===== src/rtl/ofm_axis_packer_if.sv =====
// AXI-Stream beat channel used by ofm_axis_packer toward the DMA S2MM port.
// The master drives the data, valid, last and keep signals; the slave drives ready.
interface ofm_axis_packer_if #(
  parameter int DW = 8
);
  logic [4*DW-1:0] tdata;
  logic            tvalid;
  logic            tready;
  logic            tlast;
  logic [3:0]      tkeep;

  modport master (output tdata, output tvalid, output tlast, output tkeep, input tready);
  modport slave  (input tdata, input tvalid, input tlast, input tkeep, output tready);
endinterface


===== src/rtl/ofm_axis_packer.sv =====
// ofm_axis_packer: drains the OFM byte buffer as 32-bit AXI-Stream beats, one frame per start.
// Define OFM_STALL_CNT_EN to get a saturating backpressure counter on stall_cnt.
module ofm_axis_packer #(
  parameter int DATA_WIDTH = 8,
  parameter int DATA_DEPTH = 2304,
  parameter int ADDR_W     = 12
) (
  input  logic                    clk,
  input  logic                    rstn,
  input  logic                    start,
  output logic                    busy,
  output logic                    done,
  output logic                    buf_ce,
  output logic                    buf_we,
  output logic [ADDR_W-1:0]       buf_addr,
  input  logic [4*DATA_WIDTH-1:0] buf_q,
  ofm_axis_packer_if.master       m_axis,
  output logic [15:0]             stall_cnt
);
  // state | meaning
  // IDLE  | waiting for start
  // RUN   | fetching words into the output FIFO
  // DRAIN | last word fetched, waiting for the FIFO to empty
  localparam logic [1:0] IDLE  = 2'd0;
  localparam logic [1:0] RUN   = 2'd1;
  localparam logic [1:0] DRAIN = 2'd2;

  localparam logic [ADDR_W-1:0] LAST_ADDR = ADDR_W'(DATA_DEPTH - 4);

  logic [1:0]              state;
  logic [ADDR_W-1:0]       rd_ptr;
  logic [1:0]              count;
  logic                    wr_idx;
  logic                    rd_idx;
  logic [4*DATA_WIDTH-1:0] fifo_data [2];
  logic                    fifo_last [2];
  logic                    fetch;
  logic                    fetch_last;
  logic                    pop;
  logic                    head_last;

  // Fetch depends only on registered count, never on tready.
  assign fetch      = (state == RUN) && (count < 2'd2);
  assign fetch_last = (rd_ptr == LAST_ADDR);
  assign pop        = m_axis.tvalid && m_axis.tready;
  assign head_last  = fifo_last[rd_idx];

  assign buf_ce   = fetch;
  assign buf_we   = 1'b0;
  assign buf_addr = fetch ? rd_ptr : '0;
  assign busy     = (state != IDLE);

  assign m_axis.tvalid = (count != 2'd0);
  assign m_axis.tdata  = fifo_data[rd_idx];
  assign m_axis.tlast  = m_axis.tvalid && head_last;
  assign m_axis.tkeep  = 4'hF;

  always_ff @(posedge clk or negedge rstn) begin
    if (!rstn) begin
      state  <= IDLE;
      rd_ptr <= '0;
      done   <= 1'b0;
    end else begin
      done <= 1'b0;
      case (state)
        IDLE: begin
          if (start) begin
            state  <= RUN;
            rd_ptr <= '0;
          end
        end
        RUN: begin
          if (fetch) begin
            rd_ptr <= rd_ptr + ADDR_W'(4);
            if (fetch_last) state <= DRAIN;
          end
        end
        DRAIN: begin
          // The last-tagged entry is always the final one pushed, so its pop empties the FIFO.
          if (pop && head_last) begin
            state <= IDLE;
            done  <= 1'b1;
          end
        end
        default: state <= IDLE;
      endcase
    end
  end

  always_ff @(posedge clk or negedge rstn) begin
    if (!rstn) begin
      count        <= 2'd0;
      wr_idx       <= 1'b0;
      rd_idx       <= 1'b0;
      fifo_data[0] <= '0;
      fifo_data[1] <= '0;
      fifo_last[0] <= 1'b0;
      fifo_last[1] <= 1'b0;
    end else begin
      if (fetch) begin
        fifo_data[wr_idx] <= buf_q;
        fifo_last[wr_idx] <= fetch_last;
        wr_idx            <= ~wr_idx;
      end
      if (pop) rd_idx <= ~rd_idx;
      case ({fetch, pop})
        2'b10:   count <= count + 2'd1;
        2'b01:   count <= count - 2'd1;
        default: count <= count;
      endcase
    end
  end

`ifdef OFM_STALL_CNT_EN
  logic [15:0] stall_q;

  always_ff @(posedge clk or negedge rstn) begin
    if (!rstn) begin
      stall_q <= 16'h0;
    end else if ((state == IDLE) && start) begin
      stall_q <= 16'h0;
    end else if (m_axis.tvalid && !m_axis.tready && (stall_q != 16'hFFFF)) begin
      stall_q <= stall_q + 16'h1;
    end
  end

  assign stall_cnt = stall_q;
`else
  assign stall_cnt = 16'h0;
`endif

endmodule


===== src/flat_wrapper.sv =====
// flat-port wrapper written by rule: the top's interface ports become plain ports
module ofm_axis_packer_flat 
#(
  parameter int DATA_WIDTH = 8,
  parameter int DATA_DEPTH = 2304,
  parameter int ADDR_W     = 12
)
  (clk, rstn, start, busy, done, buf_ce, buf_we, buf_addr, buf_q, stall_cnt, m_axis_tdata, m_axis_tvalid, m_axis_tlast, m_axis_tkeep, m_axis_tready);
  ofm_axis_packer_if #(.DW(8)) m_axis_i ();
  input  logic clk;
  input  logic rstn;
  input  logic start;
  output logic busy;
  output logic done;
  output logic buf_ce;
  output logic buf_we;
  output logic [ADDR_W-1:0] buf_addr;
  input  logic [4*DATA_WIDTH-1:0] buf_q;
  output logic [15:0] stall_cnt;
  output wire logic [$bits(m_axis_i.tdata)-1:0] m_axis_tdata;
  output wire logic [$bits(m_axis_i.tvalid)-1:0] m_axis_tvalid;
  output wire logic [$bits(m_axis_i.tlast)-1:0] m_axis_tlast;
  output wire logic [$bits(m_axis_i.tkeep)-1:0] m_axis_tkeep;
  input wire logic [$bits(m_axis_i.tready)-1:0] m_axis_tready;
  assign m_axis_tdata = m_axis_i.tdata;
  assign m_axis_tvalid = m_axis_i.tvalid;
  assign m_axis_tlast = m_axis_i.tlast;
  assign m_axis_tkeep = m_axis_i.tkeep;
  assign m_axis_i.tready = m_axis_tready;
  ofm_axis_packer #(.DATA_WIDTH(DATA_WIDTH), .DATA_DEPTH(DATA_DEPTH), .ADDR_W(ADDR_W)) u_core (.clk(clk), .rstn(rstn), .start(start), .busy(busy), .done(done), .buf_ce(buf_ce), .buf_we(buf_we), .buf_addr(buf_addr), .buf_q(buf_q), .m_axis(m_axis_i), .stall_cnt(stall_cnt));
endmodule

===== config.mk =====
export PLATFORM = sky130hd
export DESIGN_NAME = ofm_axis_packer_flat
export DESIGN_NICKNAME = d
export VERILOG_FILES = /design/src/rtl/ofm_axis_packer_if.sv /design/src/rtl/ofm_axis_packer.sv /design/src/flat_wrapper.sv
export SDC_FILE = /design/constraint.sdc
export NUM_CORES = 1
export LEC_CHECK = 0
export ABC_CLOCK_PERIOD_IN_PS = 1670
export CAP_MARGIN = 10
export CORE_MARGIN = 2
export CORE_UTILIZATION = 28
export CTS_CLUSTER_DIAMETER = 120
export DETAILED_ROUTE_END_ITERATION = 8
export PLACE_DENSITY = 0.6
export SYNTH_ARGS = -nofsm -noshare
export SYNTH_HDL_FRONTEND = slang
export SYNTH_SLANG_ARGS = --single-unit

===== constraint.sdc =====
create_clock -name clk -period 1.67 [get_ports clk]
set_clock_uncertainty 0.05 [all_clocks]
set_input_delay 0.334 -clock clk [delete_from_list [all_inputs] [get_ports clk]]
set_output_delay 0.334 -clock clk [all_outputs]
set_load 0.02 [all_outputs]

Word level (Yosys, flattened, before mapping)

Index checks and enable logic that the tools add are counted.

Input bits: 36
Output and inout bits: 70
Register bits after elaboration: 85

Eq/ne operators: 9
Add/subtract/negate cells: 3
Bitwise gates (word level): 4
Reduce and logical (&&, ||, !) cells: 12
Muxes and demuxes: 24
Order comparisons: 4

Operators with widths:

| operator              | number |
|---|---|
| $mux 32               | 4 |
| $bwmux 64             | 1 |
| $mux 12               | 3 |
| $demux 32 s1          | 1 |
| $pmux 12 s2           | 1 |
| $add 12x3->12 const B | 1 |
| $eq 12x12->1 const B  | 1 |
| $mux 2                | 4 |
| $reduce_bool 2->1     | 4 |
| $mux 1                | 6 |
| $ne 2x1->1 const B    | 3 |
| $pmux 2 s3            | 1 |
| $logic_and 1x1->1     | 5 |
| $eq 2x1->1 const B    | 2 |
| $eq 2x2->1 const B    | 2 |
| $ge 2x2->1 const B    | 2 |
| $not 1->2             | 2 |
| $pmux 2 s2            | 1 |
| $reduce_and 4->1      | 1 |
| $reduce_and 3->1      | 1 |
| $add 2x1->2 const B   | 1 |
| $bwmux 2              | 1 |
| $logic_not 2->1       | 1 |
| $lt 2x1->1 const B    | 1 |
| 5 further kinds       | 6 |

Longest topological paths before layout

Depth in word-level cells: 7
Depth in mapped cells: 7
Gate-level depth less buffers: 6

Least setup slack after synthesis

OpenSTA, ideal clock, no wires.

Path type: register -> output
Start point: register u_core.rd_idx
End point: output port m_axis_tdata[0]
Arrival: 1,340 ps
Stages on the path, launching flop included: 4
Data required time: 1,286 ps
Slack: -54 ps
Cells stage by stage: dfrtp_1 > clkbuf_1 > buf_1 > mux2_2

Word-level cells in the longest chain between the ends: 4

Ends and longest elaborated chain:

| item                                       | line                   | text |
|---|---|---|
| start: declaration                         | ofm_axis_packer.sv:34  | `logic rd_idx;` |
| start signal: assignment                   | ofm_axis_packer.sv:105 | `if (pop) rd_idx <= ~rd_idx;` |
| $not 1->2 (implied by the code)            | ofm_axis_packer.sv:54  | `assign m_axis.tdata = fifo_data[rd_idx];` |
| $mux 32 (implied by the code) (3 in a row) | ofm_axis_packer.sv:54  |  |
| end: declaration                           | flat_wrapper.sv:20     | `output wire logic [$bits(m_axis_i.tdata)-1:0] m_axis_tdata;` |

No other way between the ends. The select of a mux whose other input is x is not followed.

Worst setup path after layout

Start point: register u_core.rd_idx
End point: output port m_axis_tdata[2]

Same word-level chain as after synthesis.

==> results.sh <==
export IMPL_hpwl_um=6090
export IMPL_synth_area_um2=3930
export IMPL_grt_max_degree=38
export IMPL_drc=0
export IMPL_synth_edf_count=0
export IMPL_crit_required_ns=1.29
export IMPL_p_leak_nw=2.85
export IMPL_grt_total_usage_pct=13.2
export IMPL_place_ws_ns=-0.235
export IMPL_layout_common_cells="dfrtp_1 (81), mux2_4 (55), clkdlybuf4s50_1 (34), buf_6 (33), buf_4 (26)"
export IMPL_powerDensity_nw_per_um2=889
export IMPL_yosys_top_cells_area="dfrtp_1 (53%), mux2_1 (18%), mux2_2 (9.2%)"
export IMPL_path_clk_slew_ns=0.06
export IMPL_yosysWarnings=0
export IMPL_cts_sinks=83
export IMPL_cp_arrival_ns=1.49
export IMPL_antennaDiodeCount=0
export IMPL_num_rows=43
export IMPL_cp_slowest_cell="dfrtp_2"
export IMPL_core_um2=13800
export IMPL_worst_skew_pair_late_latency_ns=0.34
export IMPL_total_power_mw=5.19
export IMPL_synth_top_cell_by_area="dfrtp_1"
export IMPL_synthToLayoutAreaGrowth_pct=48.5
export IMPL_max_freq_mhz=533
export IMPL_report_final_slew_viol_count=0
export IMPL_io_buffers=82
export IMPL_die_area_um2=15000
export IMPL_hold_viol=0
export IMPL_synth_flop_cell="dfrtp_1"
export IMPL_ys_seq_elements=83
export IMPL_drive_gt1_share_pct=47.8
export IMPL_synth_top_cell_area_share_pct=52.8
export IMPL_worstPathMaxFanout=6
export IMPL_cp_common_cell="buf_6"
export IMPL_htree_levels=3
export IMPL_period_share_pct=112
export IMPL_end_kind="primary output"
export IMPL_cts_root_buffer="clkbuf_16"
export IMPL_crit_chain="buf_6 > buf_6 > mux2_4 > buf_6"
export IMPL_start_util_pct=28.6
export IMPL_maxCapViolCount=0
export IMPL_ios=106
export IMPL_grt_pass1_wl_um=14900
export IMPL_max_stage_delay_ns=0.45
export IMPL_antenna_found_initial=0
export IMPL_clock_path_buffers=2
export IMPL_drtAntennaViolNets=0
export IMPL_ir_worst_vdd_mv=0.744
export IMPL_worstPathBufferInverterCount=3
export IMPL_syn_area_per_cell_um2=13.1
export IMPL_crit_type="reg -> out"
export IMPL_period_needed_ns=1.88
export IMPL_violations="setup timing"
export IMPL_rsz0062_at_grt="yes"
export IMPL_start_kind="flop"
export IMPL_post_drt_wl_per_cell_um=15.8
export IMPL_hold_class="in -> async"
export IMPL_grt_pass1_vias=2853
export IMPL_status="finished, violations left"
export IMPL_fp_dieH_um=123
export IMPL_setup_viol_count_final=114
export IMPL_async_reset_ff_share_pct=100
export IMPL_crit_family="flip-flops"
export IMPL_avgViaCountPerCell=4.45
export IMPL_drtPass1Iterations=4
export IMPL_ys_seq_area_share_pct=52.8
export IMPL_syn_inst=301
export IMPL_grt_overflow_total=0
export IMPL_nets=462
export IMPL_vias=2709
export IMPL_initialDrtViolationCount=81
export IMPL_setup_ws_ns=-0.205
export IMPL_die_w_um=123
export IMPL_wl_um=9620
export IMPL_cts_buffers=9
export IMPL_synth_cell_types=35
export IMPL_final_common_cell="dfrtp_1"
export IMPL_cts_tree="built"
export IMPL_gp_congestion=0.784
==> per-stage QoR <==
stage	hold WS (ns)	cells	setup TNS, ns	util (%)	instance area, um^2
after detailed placement	0.228	580	-15.37	37.3	5130
final	0.402	609	-11.64	42.4	5840
after global placement	0.225	580	-12.08	37.3	5130
after floorplan	-0.0116	322	0	-	4020
after CTS	0.394	605	-13.77	40.8	5620
after global routing	0.432	609	-19.06	42.4	5840
==> power by group <==
| group | total, mW | switching (mW) | leakage (nW) | internal [mW] |
|---|---|---|---|---|
| registers | 2.12 | 0.0636 | 1.12 | 2.06 |
| clock network | 2.01 | 0.800 | 0.150 | 1.21 |
| logic | 1.06 | 0.473 | 1.58 | 0.589 |
| total | 5.19 | 1.34 | 2.85 | 3.86 |
==> sequential cells by signal, summed over array words and instances (netlist names) <==
register / flops
u_core.count: 2
u_core.done: 1
u_core.fifo_data: 64
u_core.fifo_last: 2
u_core.rd_idx: 1
u_core.rd_ptr: 10
u_core.state: 2
u_core.wr_idx: 1
==> cells by family after synthesis <==
kind of cell / after synthesis / share of synthesized area (%)
compound gates: 17 / 2.55
xor+xnor: 6 / 1.34
fa+ha+maj: 2 / 0.636
buf+inv: 42 / 6.81
flops: 83 / 52.8
mux: 100 / 28.5
other cells: 2 / 0.191
simple gates: 49 / 7.16
==> cell type report <==
class,instances,area (um^2)
clock buffer,11,243
clock inverter,5,61.3
fill,1306,7930
inverter,6,27.5
multi-input combinational,197,1980
sequential,83,2080
tap,180,225
timing repair buffer,127,1220
==> synth_stat cells, drive strengths merged (3+ instances only) <==
cell	count
mux2	96
dfrtp	83
buf	32
and2	11
nand2	9
nor2	7
a21oi	6
inv	6
nand3	6
o21ai	5
clkbuf	4
mux2i	4
o31ai	4
xnor2	4
or3	3
or4	3
==> worst paths after layout <==
path,from,to,slack [ns],cells past startpoint
setup / recovery,u_core.rd_idx,m_axis_tdata[2],-0.21,4
hold / removal,rstn,u_core.fifo_data[39],0.40,2
setup reg to reg,u_core.count[1],u_core.fifo_data[59],-0.14,8
hold reg to reg,u_core.fifo_data[25],u_core.fifo_data[25],0.43,1
max in group asynchronous,rstn,u_core.fifo_data[48],0.62,3
min in group clk,u_core.fifo_data[25],u_core.fifo_data[25],0.43,1
==> timing repair <==
item                                    CTS  global route
hold buffers                              1             0
pin swaps                                 0             0
gates cloned                              2             0
endpoints found under the hold margin    23             0
gates resized for setup                 267            51
endpoints found under the setup margin  121           119
setup buffers                             6             4
==> layer usage <==
layer | part of all wire [%] | GRT usage, %
met1 | 43 | 15.8
met2 | 51 | 22.7
met3 | 3.9 | 2.18
met4 | 2.2 | 6.82
met5 | 0 | 0
Power figures use the tool's default switching activity.
